**src/rtl/bcla16_seq_ctrl.sv**
```systemverilog
`timescale 1ns/1ps
// ---------------------------------------------------------------------------
// bcla16_seq_ctrl
//
// Multi-precision add/subtract sequencer. One 16-bit block carry-lookahead
// adder (bcla16) is time-shared across WORDS limbs. The limbs are processed
// least significant first, and the carry is chained through a register.
//
// Ports
//   clk        in   clock, rising edge
//   rst_n      in   asynchronous active-low reset
//   in_valid   in   op_a/op_b/sub valid
//   in_ready   out  ready to accept an operation (IDLE only)
//   sub        in   0: A+B, 1: A-B (A + ~B + 1)
//   op_a       in   operand A, 16*WORDS bits
//   op_b       in   operand B, 16*WORDS bits
//   out_valid  out  result/cout/ovf valid (DONE)
//   out_ready  in   consumer accepts the result
//   result     out  sum/difference modulo 2^(16*WORDS)
//   cout       out  carry out of the top limb (1 = no borrow on subtract)
//   ovf        out  two's-complement overflow of the full-width operation
//   busy       out  high in RUN and DONE
// ---------------------------------------------------------------------------

// 16-bit block carry-lookahead adder: four 4-bit groups with a second
// lookahead level across the groups. g/p are the block generate/propagate,
// so the caller forms the carry-out as g | (p & cin).
module bcla16 (
    output logic        g,
    output logic        p,
    output logic [15:0] sum,
    input  logic [15:0] A,
    input  logic [15:0] B,
    input  logic        cin
);
    logic [15:0] gb;
    logic [15:0] pb;
    logic [3:0]  gg;
    logic [3:0]  gp;
    logic [3:0]  gc;
    logic [15:0] c;

    assign gb = A & B;
    assign pb = A ^ B;

    always_comb begin
        gg = '0;
        gp = '0;
        for (int k = 0; k < 4; k++) begin
            gg[k] = gb[4*k+3]
                  | (pb[4*k+3] & gb[4*k+2])
                  | (pb[4*k+3] & pb[4*k+2] & gb[4*k+1])
                  | (pb[4*k+3] & pb[4*k+2] & pb[4*k+1] & gb[4*k]);
            gp[k] = &pb[4*k+3 -: 4];
        end
    end

    // Group carries fully expanded from cin so no carry waits on another.
    assign gc[0] = cin;
    assign gc[1] = gg[0] | (gp[0] & cin);
    assign gc[2] = gg[1] | (gp[1] & gg[0]) | (gp[1] & gp[0] & cin);
    assign gc[3] = gg[2] | (gp[2] & gg[1]) | (gp[2] & gp[1] & gg[0])
                 | (gp[2] & gp[1] & gp[0] & cin);

    always_comb begin
        c = '0;
        for (int k = 0; k < 4; k++) begin
            c[4*k]   = gc[k];
            c[4*k+1] = gb[4*k] | (pb[4*k] & gc[k]);
            c[4*k+2] = gb[4*k+1] | (pb[4*k+1] & gb[4*k])
                     | (pb[4*k+1] & pb[4*k] & gc[k]);
            c[4*k+3] = gb[4*k+2] | (pb[4*k+2] & gb[4*k+1])
                     | (pb[4*k+2] & pb[4*k+1] & gb[4*k])
                     | (pb[4*k+2] & pb[4*k+1] & pb[4*k] & gc[k]);
        end
    end

    assign sum = pb ^ c;
    assign g   = gg[3] | (gp[3] & gg[2]) | (gp[3] & gp[2] & gg[1])
               | (gp[3] & gp[2] & gp[1] & gg[0]);
    assign p   = &gp;
endmodule

module bcla16_seq_ctrl #(
    parameter int WORDS = 4
) (
    input  logic                  clk,
    input  logic                  rst_n,
    input  logic                  in_valid,
    output logic                  in_ready,
    input  logic                  sub,
    input  logic [16*WORDS-1:0]   op_a,
    input  logic [16*WORDS-1:0]   op_b,
    output logic                  out_valid,
    input  logic                  out_ready,
    output logic [16*WORDS-1:0]   result,
    output logic                  cout,
    output logic                  ovf,
    output logic                  busy
);
    localparam int         W        = 16 * WORDS;
    localparam logic [2:0] LAST_IDX = 3'(WORDS - 1);

    if (WORDS < 1 || WORDS > 8) begin : g_bad_words
        $error("bcla16_seq_ctrl: WORDS must be in 1..8");
    end

    typedef enum logic [1:0] {
        S_IDLE = 2'd0,
        S_RUN  = 2'd1,
        S_DONE = 2'd2
    } state_e;

    state_e       state_q, state_d;
    logic [W-1:0] a_q, a_d;
    logic [W-1:0] b_q, b_d;
    logic [W-1:0] res_q, res_d;
    logic         c_q, c_d;
    logic         ovf_q, ovf_d;
    logic [2:0]   idx_q, idx_d;

    logic [15:0]  limb_a;
    logic [15:0]  limb_b;
    logic [15:0]  limb_sum;
    logic         limb_g;
    logic         limb_p;
    logic         limb_cout;

    // Limb multiplexer: only indices that exist for this WORDS are decoded.
    always_comb begin
        limb_a = '0;
        limb_b = '0;
        for (int w = 0; w < WORDS; w++) begin
            if (idx_q == 3'(w)) begin
                limb_a = a_q[16*w +: 16];
                limb_b = b_q[16*w +: 16];
            end
        end
    end

    bcla16 u_add (
        .g   (limb_g),
        .p   (limb_p),
        .sum (limb_sum),
        .A   (limb_a),
        .B   (limb_b),
        .cin (c_q)
    );

    assign limb_cout = limb_g | (limb_p & c_q);

    always_comb begin
        state_d = state_q;
        a_d     = a_q;
        b_d     = b_q;
        res_d   = res_q;
        c_d     = c_q;
        ovf_d   = ovf_q;
        idx_d   = idx_q;

        unique case (state_q)
            S_IDLE: begin
                if (in_valid) begin
                    a_d     = op_a;
                    // Subtract as A + ~B + 1: the +1 enters as the first carry.
                    b_d     = sub ? ~op_b : op_b;
                    c_d     = sub;
                    idx_d   = '0;
                    res_d   = '0;
                    state_d = S_RUN;
                end
            end
            S_RUN: begin
                for (int w = 0; w < WORDS; w++) begin
                    if (idx_q == 3'(w)) begin
                        res_d[16*w +: 16] = limb_sum;
                    end
                end
                c_d = limb_cout;
                if (idx_q == LAST_IDX) begin
                    // Operands agree in sign but the sum does not.
                    ovf_d   = (limb_a[15] ~^ limb_b[15]) & (limb_sum[15] ^ limb_a[15]);
                    state_d = S_DONE;
                end else begin
                    idx_d = idx_q + 3'd1;
                end
            end
            S_DONE: begin
                if (out_ready) begin
                    state_d = S_IDLE;
                end
            end
            default: state_d = S_IDLE;
        endcase
    end

    always_ff @(posedge clk or negedge rst_n) begin
        if (!rst_n) begin
            state_q <= S_IDLE;
            a_q     <= '0;
            b_q     <= '0;
            res_q   <= '0;
            c_q     <= 1'b0;
            ovf_q   <= 1'b0;
            idx_q   <= '0;
        end else begin
            state_q <= state_d;
            a_q     <= a_d;
            b_q     <= b_d;
            res_q   <= res_d;
            c_q     <= c_d;
            ovf_q   <= ovf_d;
            idx_q   <= idx_d;
        end
    end

    assign in_ready  = (state_q == S_IDLE);
    assign out_valid = (state_q == S_DONE);
    assign busy      = (state_q == S_RUN) || (state_q == S_DONE);
    assign result    = res_q;
    assign cout      = c_q;
    assign ovf       = ovf_q;
endmodule

```
**config.mk**
```make
export PLATFORM = sky130hd
export DESIGN_NAME = bcla16_seq_ctrl
export DESIGN_NICKNAME = d
export VERILOG_FILES = /design/src/rtl/bcla16_seq_ctrl.sv
export SDC_FILE = /design/constraint.sdc
export NUM_CORES = 1
export LEC_CHECK = 0
export ABC_AREA = 1
export BUFFER_PORTS_ARGS = -buffer_cell sky130_fd_sc_hd__buf_2
export CAP_MARGIN = 20
export CORE_MARGIN = 4
export CORE_UTILIZATION = 45
export DETAILED_ROUTE_END_ITERATION = 10
export PLACE_DENSITY_LB_ADDON = 0.1
export REMOVE_ABC_BUFFERS = 1
export SKIP_CTS_REPAIR_TIMING = 1
export SKIP_LAST_GASP = 1
export SLEW_MARGIN = 0
export SYNTH_ARGS = -nofsm -noshare
export SYNTH_HDL_FRONTEND = slang
export SYNTH_HIERARCHICAL = 1
export SYNTH_SLANG_ARGS = --single-unit
```
**constraint.sdc**
```tcl
create_clock -name clk -period 9.23 [get_ports clk]
set_input_delay 2.3075 -clock clk [delete_from_list [all_inputs] [get_ports clk]]
set_output_delay 2.3075 -clock clk [all_outputs]
set_load 0.05 [all_outputs]
```
==> results of run 1 <==
-- worst max-delay path: cells and delay by family, from the launching register on --
family | cells | cell delay (ns)
flops | 1 | 0.41
buf+inv | 4 | 0.68
simple gates | 8 | 0.82
compound gates | 4 | 0.80
fa+ha+maj | 3 | 1.03
xor+xnor | 1 | 0.24
-- layer usage --
metal  wire [um]  up-vias  track usage
met5          12        -            0
met4         253        2       0.0471
met3        1170       18       0.0324
met2       10900      181        0.308
met1       11700     3598        0.297
li1            -     3871            -
-- path summary, 6_finish.rpt --
path | start | end | slack, ns | cells past startpoint
worst max-delay path | idx_q[1]$_DFFE_PN0P_ | result[57]$_DFFE_PN0P_ | 5.16 | 20
worst min-delay path | result[53]$_DFFE_PN0P_ | result[53]$_DFFE_PN0P_ | 0.48 | 2
worst max register to register | idx_q[1]$_DFFE_PN0P_ | result[57]$_DFFE_PN0P_ | 5.16 | 20
worst min register to register | result[53]$_DFFE_PN0P_ | result[53]$_DFFE_PN0P_ | 0.48 | 2
max in group asynchronous | rst_n | result[23]$_DFFE_PN0P_ | 5.73 | 3
min in group asynchronous | rst_n | result[37]$_DFFE_PN0P_ | 1.77 | 1
-- layout make-up --
cell class	instances	area, um^2
sequential	199	4980
inverter	49	184
clock inverter	12	116
timing repair buffer	213	1130
fill	2041	9690
tap	275	344
clock buffer	20	457
multi-input combinational	754	4460
-- cell usage after synthesis (all sizes together), types with 2 or more instances --
| library cell | instances |
|---|---|
| nand2 | 278 |
| dfrtp | 199 |
| o21ai | 198 |
| nand3 | 74 |
| xnor2 | 67 |
| mux2 | 63 |
| inv | 49 |
| buf | 42 |
| ha | 25 |
| clkbuf | 22 |
| nor2 | 15 |
| a21oi | 14 |
| fa | 4 |
| xor2 | 3 |
| a31oi | 2 |
| and3 | 2 |
| o21bai | 2 |
-- kinds of logic (layout without fill, tap and decap cells) --
kind of cell             after synthesis  in the layout  synth area share
AND/OR/NAND/NOR                      371            371             0.157
flip-flops                           199            199             0.503
adder cells (fa/ha/maj)               29             29            0.0397
multiplexers                          63             63            0.0717
AO/OA/AOI/OAI                        221            221             0.117
XOR/XNOR                              70             70            0.0619
buffers and inverters                113            294            0.0493
-- power breakdown --
group	internal [W]	leakage, nW	switching [W]
logic	0.000908	2.91	0.00176
registers	0.00124	2.51	0.000186
clock network	0.000392	0.283	0.000338
total	0.00254	5.71	0.00228
-- flip-flops by register name, indices dropped and copies added, names as in the netlist --
| signal | flops |
|---|---|
| a_q | 64 |
| b_q | 64 |
| result | 64 |
| idx_q | 3 |
| state_q | 2 |
| cout | 1 |
| ovf | 1 |
-- cell usage in the layout, fill, tap and decap left out, types with 8 or more instances in the layout --
master     instances
a21oi_1           12
nor2_1            10
nand3_1           73
o21ai_0          126
inv_1             47
nand2_2            8
buf_4             12
nand2_1          268
xnor2_1           67
clkbuf_16         17
dfrtp_1          199
ha_1              24
o21ai_1           68
buf_2            199
mux2_2            63
-- stage by stage --
stage / cell area [um^2] / std cells
2_1_floorplan: 9590 / 1002
3_3_place_gp: 11100 / 1489
3_5_place_dp: 11100 / 1489
4_1_cts: 11600 / 1521
5_1_grt: 11700 / 1522
6_report: 11700 / 1522
==> flow_metrics.tcl, run 1 <==
set metrics [dict create \
    synthTopCellsByArea "dfrtp_1, nand2_1, mux2_2" \
    die-area_um2 24400 \
    power.density_nw_per_um2 413 \
    setup_violations 0 \
    ant_nets 0 \
    io_buffer_count 201 \
    detailed_place_hpwl_um 16100 \
    fp.dieH_um 156 \
    post-route-min-period_ns 4.07 \
    grt_start_max_net_pins 128 \
    cp.arrival_ns 4.42 \
    ioPinCount 202 \
    rows 53 \
    cts_buffer_depth 2 \
    synth-seq-cells 199 \
    path_class "reg2reg" \
    finalNetCount 1396 \
    start_kind "flop" \
    areaGrowthSynthToFinish_pct 17.9 \
    synth_area_per_cell_um2 9.28 \
    routedWlPerCell_um 15.8 \
    fin_hold_ws_ns 0.479 \
    crit_required_ns 9.58 \
    fin_ws_ns 5.16 \
    vias_per_cell 5.04 \
    crit_slowest_cell "dfrtp_1" \
    drive_above_1_share 0.267 \
    clockRootBuffer "clkbuf_16" \
    synthCells 1066 \
    synth_flop_cell "dfrtp_1" \
    drc 0 \
    yosys.cell_types.count 36 \
    start_util 0.463 \
    die_w_um 156 \
    final_core_util 0.546 \
    h-tree-depth 4 \
    status "finished clean" \
    crit_path_end_kind "flop" \
    clk_pin_slew_ns 0.07 \
    overflow 0 \
    synthArstFlopShare 1.00 \
    diodes 0 \
    yosys.area.top_type_share 0.503 \
    critPathMaxStageDelay_ns 0.41 \
    period_share 0.441 \
    total_power_w 0.00482 \
    ys.warnings.count 6 \
    dr.pass1.iters 5 \
    p_leak_nw 5.71 \
    synth_edf_count 0 \
    syn_area_um2 9900 \
    hold_violations 0 \
    grt_usage 0.200 \
    max_cap_violations 0 \
    pre_cts_slack_ns 4.91 \
    cts_tree "done" \
    critPathMaxFanout 30 \
    synth_largest_area_cell "dfrtp_1" \
    drt_iter0_markers 483 \
    slew_headroom 0.387 \
    wirelength_um 24100 \
    skew_ns 0.00766 \
    antenna_found_initial 1 \
    tns_ns 0 \
    core_area_um2 21400 \
    hp-class "reg2reg" \
    grt_pass1_wl_um 38900 \
    grt_pass1_vias 7407 \
    via_count 7670 \
    worstPathCellList "inv_1 -> ha_1 -> inv_1 -> nor2_4 -> buf_4 -> nand2_1 -> nand3_1 -> o21ai_0 -> o21ai_0 -> ha_1 -> nand2_2 -> inv_1 -> nand2_2 -> nand2_1 -> a21oi_2 -> nand2_2 -> fa_1 -> xor2_1 -> nand2_1 -> o21ai_0" \
    clk_latency_ns 0.43 \
    fmax_ghz 0.245 \
    cts.sinks 199 \
    worstMarginPinSlew_ns 0.920 \
    cts_inserted_buffers 17 \
    finalWeightedCongestion 0.795 \
    peakVddDrop_mv 0.191 \
    rsz0062_at_grt "false" \
    yosysSeqAreaShare 0.503 \
    slew_viol_final 0 \
]
(Power assumes the default switching activity.)
==> run 2, diff against run 1 <==
==> constraint.sdc (replaced) <==
create_clock -name clk -period 3.9 [get_ports clk]
set_input_delay 0.975 -clock clk [delete_from_list [all_inputs] [get_ports clk]]
set_output_delay 0.975 -clock clk [all_outputs]
set_load 0.05 [all_outputs]
==> run 2 against run 1 <==
Compared with the run above:
- power grew 140%
- clock power is 140% higher
- via count up 2.3%
- clock-buffer cell count shrank 3
- hold slack improved by 0.0015 ns
- global-route usage up 0.43 points
- sequential share of layout area is 0.48 points lower
- sequential power up 140%
- critical path type unchanged
- critical endpoint unchanged
- highest routed layer is now met4
==> flow_metrics.tcl, run 2 (synthesis gave the netlist of run 1 again) <==
set metrics [dict create \
    drt_iter0_markers 520 \
    diodes 0 \
    tns_ns 0 \
    grt_pass1_wl_um 39800 \
    worstMarginPinSlew_ns 1.09 \
    hp-class "reg2reg" \
    drt-met1-wl_um 12200 \
    crit_required_ns 4.25 \
    final_core_util 0.552 \
    skew_ns 0.0115 \
    setup_violations 0 \
    routedWlPerCell_um 16.2 \
    grt_start_max_net_pins 105 \
    cts_buffer_depth 2 \
    cts_inserted_buffers 17 \
    dr.max_layer_used "met4" \
    finalWeightedCongestion 0.817 \
    start_kind "flop" \
    cp.arrival_ns 4.00 \
    finalNetCount 1404 \
    drive_above_1_share 0.273 \
    clockRootBuffer "clkbuf_16" \
    post-route-min-period_ns 3.65 \
    critPathMaxFanout 21 \
    vias_per_cell 5.13 \
    io_buffer_count 201 \
    final_cell_mix "nand2_1, dfrtp_1, buf_2" \
    drc 0 \
    crit_path_end_kind "flop" \
    die_w_um 156 \
    multi_input_area_um2 4460 \
    register_area_um2 4980 \
    areaGrowthSynthToFinish_pct 19.2 \
    h-tree-depth 4 \
    slew_headroom 0.271 \
    power.density_nw_per_um2 983 \
    power.switching_w 0.00552 \
    rsz0062_at_grt "true" \
    path_class "reg2reg" \
    n_fill_cell 2042 \
    status "finished clean" \
    p_leak_nw 5.77 \
    wl_met3_um 1190 \
    p_seq_frac 0.297 \
    swShare 0.476 \
    peakVddDrop_mv 0.440 \
    dr.pass1.iters 5 \
    ioPinCount 202 \
    p_int_w 0.00608 \
    via_count 7848 \
    grt_pass1_vias 7504 \
    cts.sinks 199 \
    antenna_found_initial 0 \
    detailed_place_hpwl_um 17700 \
    period_share 0.936 \
    clk_latency_ns 0.44 \
    grt_usage 0.204 \
    rows 53 \
    hold_violations 0 \
    dr_wl_met2_um 10900 \
    wirelength_um 24800 \
    max_cap_violations 0 \
    die-area_um2 24400 \
    core_area_um2 21400 \
    cts_tree "done" \
    clk_pin_slew_ns 0.08 \
    final_common_cell "nand2_1" \
    fp.dieH_um 156 \
    p_clk_frac 0.153 \
    slew_viol_final 0 \
    start_util 0.463 \
    fmax_ghz 0.274 \
    ant_nets 0 \
    overflow 0 \
    combPwrFrac 0.550 \
]
run 2: cell count changes in the layout (fill, tap and decap cells not counted), sizes merged:
cell / delta
clkbuf: -3
clkinvlp: +1
buf: +8
inv: +2
run 2: power by group through the flow:
stage | Clock, W | Combinational (W) | Sequential, W
finish | 0.00177 | 0.00638 | 0.00345
global route | 0.00191 | 0.00720 | 0.00354
CTS | 0.00181 | 0.00640 | 0.00345
detailed placement | 0 | 0.00637 | 0.00348
global placement | 0 | 0.00629 | 0.00348
floorplan | 0 | 0.00407 | 0.00394
run 2: worst paths after layout:
| check | from | end | slack (ns) | cells after the start |
|---|---|---|---|---|
| min in group asynchronous | rst_n | result[52]$_DFFE_PN0P_ | 0.59 | 1 |
| hold reg to reg | result[63]$_DFFE_PN0P_ | result[63]$_DFFE_PN0P_ | 0.48 | 2 |
| setup reg to reg | idx_q[1]$_DFFE_PN0P_ | result[57]$_DFFE_PN0P_ | 0.25 | 20 |
| max in group asynchronous | rst_n | a_q[39]$_DFFE_PN0P_ | 2.45 | 2 |
| setup / recovery | idx_q[1]$_DFFE_PN0P_ | result[57]$_DFFE_PN0P_ | 0.25 | 20 |
| hold / removal | result[63]$_DFFE_PN0P_ | result[63]$_DFFE_PN0P_ | 0.48 | 2 |
run 2: per-stage QoR:
stage	hold WS (ns)	setup slack, ns	total power, W	cell area, um^2	cells
finish	0.481	0.250	0.0116	11800	1530
global route	0.501	-0.0318	0.0126	11800	1530
global placement	0.460	0.397	0.00977	11200	1498
CTS	0.486	0.288	0.0117	11800	1530
floorplan	0.448	0.0554	0.00802	9590	1002
detailed placement	0.467	0.336	0.00985	11200	1498
run 2: final cells by class:
type / count / share of cell area
multi-input combinational: 754 / 0.378
inverter: 49 / 0.0156
clock inverter: 15 / 0.0139
timing repair buffer: 221 / 0.105
sequential: 199 / 0.422
clock buffer: 17 / 0.0361
tap: 275 / 0.0292
run 2: critical path: stages, from the launching register on:
cell     delay (ns)
dfrtp_1        0.40
inv_1          0.10
ha_1           0.25
inv_1          0.12
nor2_4         0.18
buf_12         0.20
nand2_1        0.06
nand3_1        0.07
o21ai_0        0.08
o21ai_1        0.19
ha_1           0.33
nand2_1        0.10
nand2_1        0.08
nand2_1        0.07
nand2_1        0.08
a21oi_2        0.14
nand2_2        0.09
fa_1           0.38
xor2_1         0.24
nand2_1        0.16
o21ai_0        0.22
run 2: per-layer routing:
layer	GRT usage	vias to the layer above
li1	-	3880
met5	0	-
met2	0.299	219
met1	0.312	3716
met3	0.0315	33
met4	0.0636	0
==> run 3, diff against run 2 <==
--- a/config.mk
+++ b/config.mk
@@ -8,7 +8,6 @@
 export ABC_AREA = 1
 export BUFFER_PORTS_ARGS = -buffer_cell sky130_fd_sc_hd__buf_2
 export CAP_MARGIN = 20
-export CORE_MARGIN = 4
 export CORE_UTILIZATION = 45
 export DETAILED_ROUTE_END_ITERATION = 10
 export PLACE_DENSITY_LB_ADDON = 0.1
==> constraint.sdc (replaced) <==
create_clock -name clk -period 3.9 [get_ports clk]
set_input_delay 0.195 -clock clk [delete_from_list [all_inputs] [get_ports clk]]
set_output_delay 0.195 -clock clk [all_outputs]
set_load 0.05 [all_outputs]
==> run 3 against run 2 <==
Compared with the run above:
- the run now ends with hold timing left
- final cell count grew 3.1%
- non-clock buffer count grew 47
- sequential share of layout area shrank 1.4 points
- combinational power barely moved
- clock-buffer cell count is 1 higher
- hold slack worse by 0.48 ns
- critical path type unchanged
- largest cell class unchanged
- largest power group unchanged
==> flow_metrics.tcl, run 3 (synthesis gave the netlist of run 1 again) <==
set metrics [dict create \
    status "finished with violations" \
    violations "hold timing" \
    dr.pass1.iters 5 \
    p_leak_nw 5.94 \
    peakVddDrop_mv 0.399 \
    cts_buffer_depth 2 \
    rsz0062_at_grt "true" \
    rows 53 \
    min_to "a_q[48]$_DFFE_PN0P_" \
    r2r_slack_ns 0.34 \
    clk_latency_ns 0.44 \
    die_w_um 150 \
    r2r-end "result[61]$_DFFE_PN0P_" \
    worstPathBufferInverterCount 5 \
    hold_violations 1 \
    fin_hold_ws_ns -0.00256 \
    die-area_um2 22600 \
    start_util 0.465 \
    max_cap_violations 0 \
    cts.sinks 199 \
    worstMarginPinSlew_ns 0.876 \
    crit_required_ns 4.25 \
    grt_usage 0.220 \
    hold_start "op_a[48]" \
    cts_tree "done" \
    period_share 0.913 \
    crit_path_end_kind "flop" \
    fp.dieH_um 150 \
    reg2reg_depth 20 \
    start_kind "flop" \
    path_depth 20 \
    h-tree-depth 4 \
    r2r-start "idx_q[0]$_DFFE_PN0P_" \
    worstHoldPathCells 2 \
    post-route-min-period_ns 3.56 \
    total_power_w 0.0116 \
    cp_common_cell "nand2_2" \
    drive_above_1_share 0.263 \
    grt_start_max_net_pins 110 \
    core_area_um2 21300 \
    ioPinCount 202 \
    clk_pin_slew_ns 0.07 \
    path_class "reg2reg" \
    detailed_place_hpwl_um 16600 \
    drt_iter0_markers 424 \
    critPathMaxStageDelay_ns 0.42 \
    grt_pass1_wl_um 38300 \
    critPathMaxFanout 34 \
    setup_violations 0 \
    cts_inserted_buffers 17 \
    final_common_cell "nand2_1" \
    finalWeightedCongestion 0.827 \
    tns_ns 0 \
    grt_pass1_vias 7369 \
    hp-class "in2reg" \
    vias_per_cell 5.05 \
    slew_viol_final 0 \
    clockRootBuffer "clkbuf_16" \
    ant_nets 0 \
    via_count 7967 \
    skew_ns 0.0138 \
    worstPathCellList "inv_1 -> ha_1 -> inv_1 -> nor2_2 -> inv_6 -> buf_4 -> o21ai_0 -> o21ai_1 -> ha_1 -> nand2_2 -> nor2_4 -> nand2_2 -> nand3_2 -> nand2_2 -> nand2_2 -> inv_1 -> fa_1 -> xnor2_1 -> nand2_1 -> o21ai_0" \
    wirelength_um 24300 \
    antenna_found_initial 0 \
    finalNetCount 1451 \
    io_buffer_count 201 \
    power.density_nw_per_um2 947 \
    overflow 0 \
    drc 0 \
    routedWlPerCell_um 15.4 \
    slew_headroom 0.416 \
    final_cell_mix "nand2_1, dfrtp_1, buf_2" \
    fmax_ghz 0.281 \
    cp.arrival_ns 3.91 \
    areaGrowthSynthToFinish_pct 23.4 \
    final_core_util 0.574 \
    crit_slowest_cell "dfrtp_1" \
    diodes 0 \
    cpLargestDelayFamily "adder cells" \
]
## run 3: changes by cell type in the layout (fill, tap and decap cells not counted), sizes merged
cell and delta:
inv -1, clkinvlp +1, clkinv -1, dlygate4sd3 +47
clkbuf +1
## run 3: layout make-up
class / count / area, um^2
clock inverter: 14 / 138
sequential: 199 / 4980
tap: 275 / 344
clock buffer: 18 / 439
multi-input combinational: 754 / 4450
fill: 1938 / 9080
inverter: 49 / 189
timing repair buffer: 268 / 1670
## run 3: worst max path at each step
| stage | startpoint | to | slack [ns] |
|---|---|---|---|
| after detailed placement | idx_q[0]$_DFFE_PN0P_ | result[61]$_DFFE_PN0P_ | 0.17 |
| after floorplan | state_q[0]$_DFFE_PN0P_ | result[0]$_DFFE_PN0P_ | 0.06 |
| final | idx_q[0]$_DFFE_PN0P_ | result[61]$_DFFE_PN0P_ | 0.34 |
| after CTS | idx_q[0]$_DFFE_PN0P_ | result[61]$_DFFE_PN0P_ | 0.15 |
| after global placement | idx_q[0]$_DFFE_PN0P_ | result[61]$_DFFE_PN0P_ | 0.24 |
| after global routing | idx_q[1]$_DFFE_PN0P_ | result[61]$_DFFE_PN0P_ | -0.06 |
## run 3: metal layers
| metal | part of all wire | up-vias | track usage |
|---|---|---|---|
| li1 | - | 3974 | - |
| met1 | 0.49 | 3772 | 0.319 |
| met2 | 0.46 | 199 | 0.342 |
| met3 | 0.043 | 22 | 0.0388 |
| met4 | 0.0086 | 0 | 0.0490 |
| met5 | 0 | - | 0 |
## run 3: report_power, final
part | leakage [nW] | switching, W | internal (W)
Combinational | 3.16 | 0.00417 | 0.00222
Clock | 0.278 | 0.000830 | 0.000915
Sequential | 2.51 | 0.000491 | 0.00294
## run 3: metrics by stage
stage,hold slack [ns],instance area [um^2],setup slack (ns),instances
detailed placement,0.382,11200,0.170,1498
global route,-0.00478,12200,-0.0595,1577
floorplan,-0.101,9590,0.0554,1002
CTS,-0.0892,11700,0.149,1530
global placement,0.379,11200,0.243,1498
finish,-0.00256,12200,0.340,1577
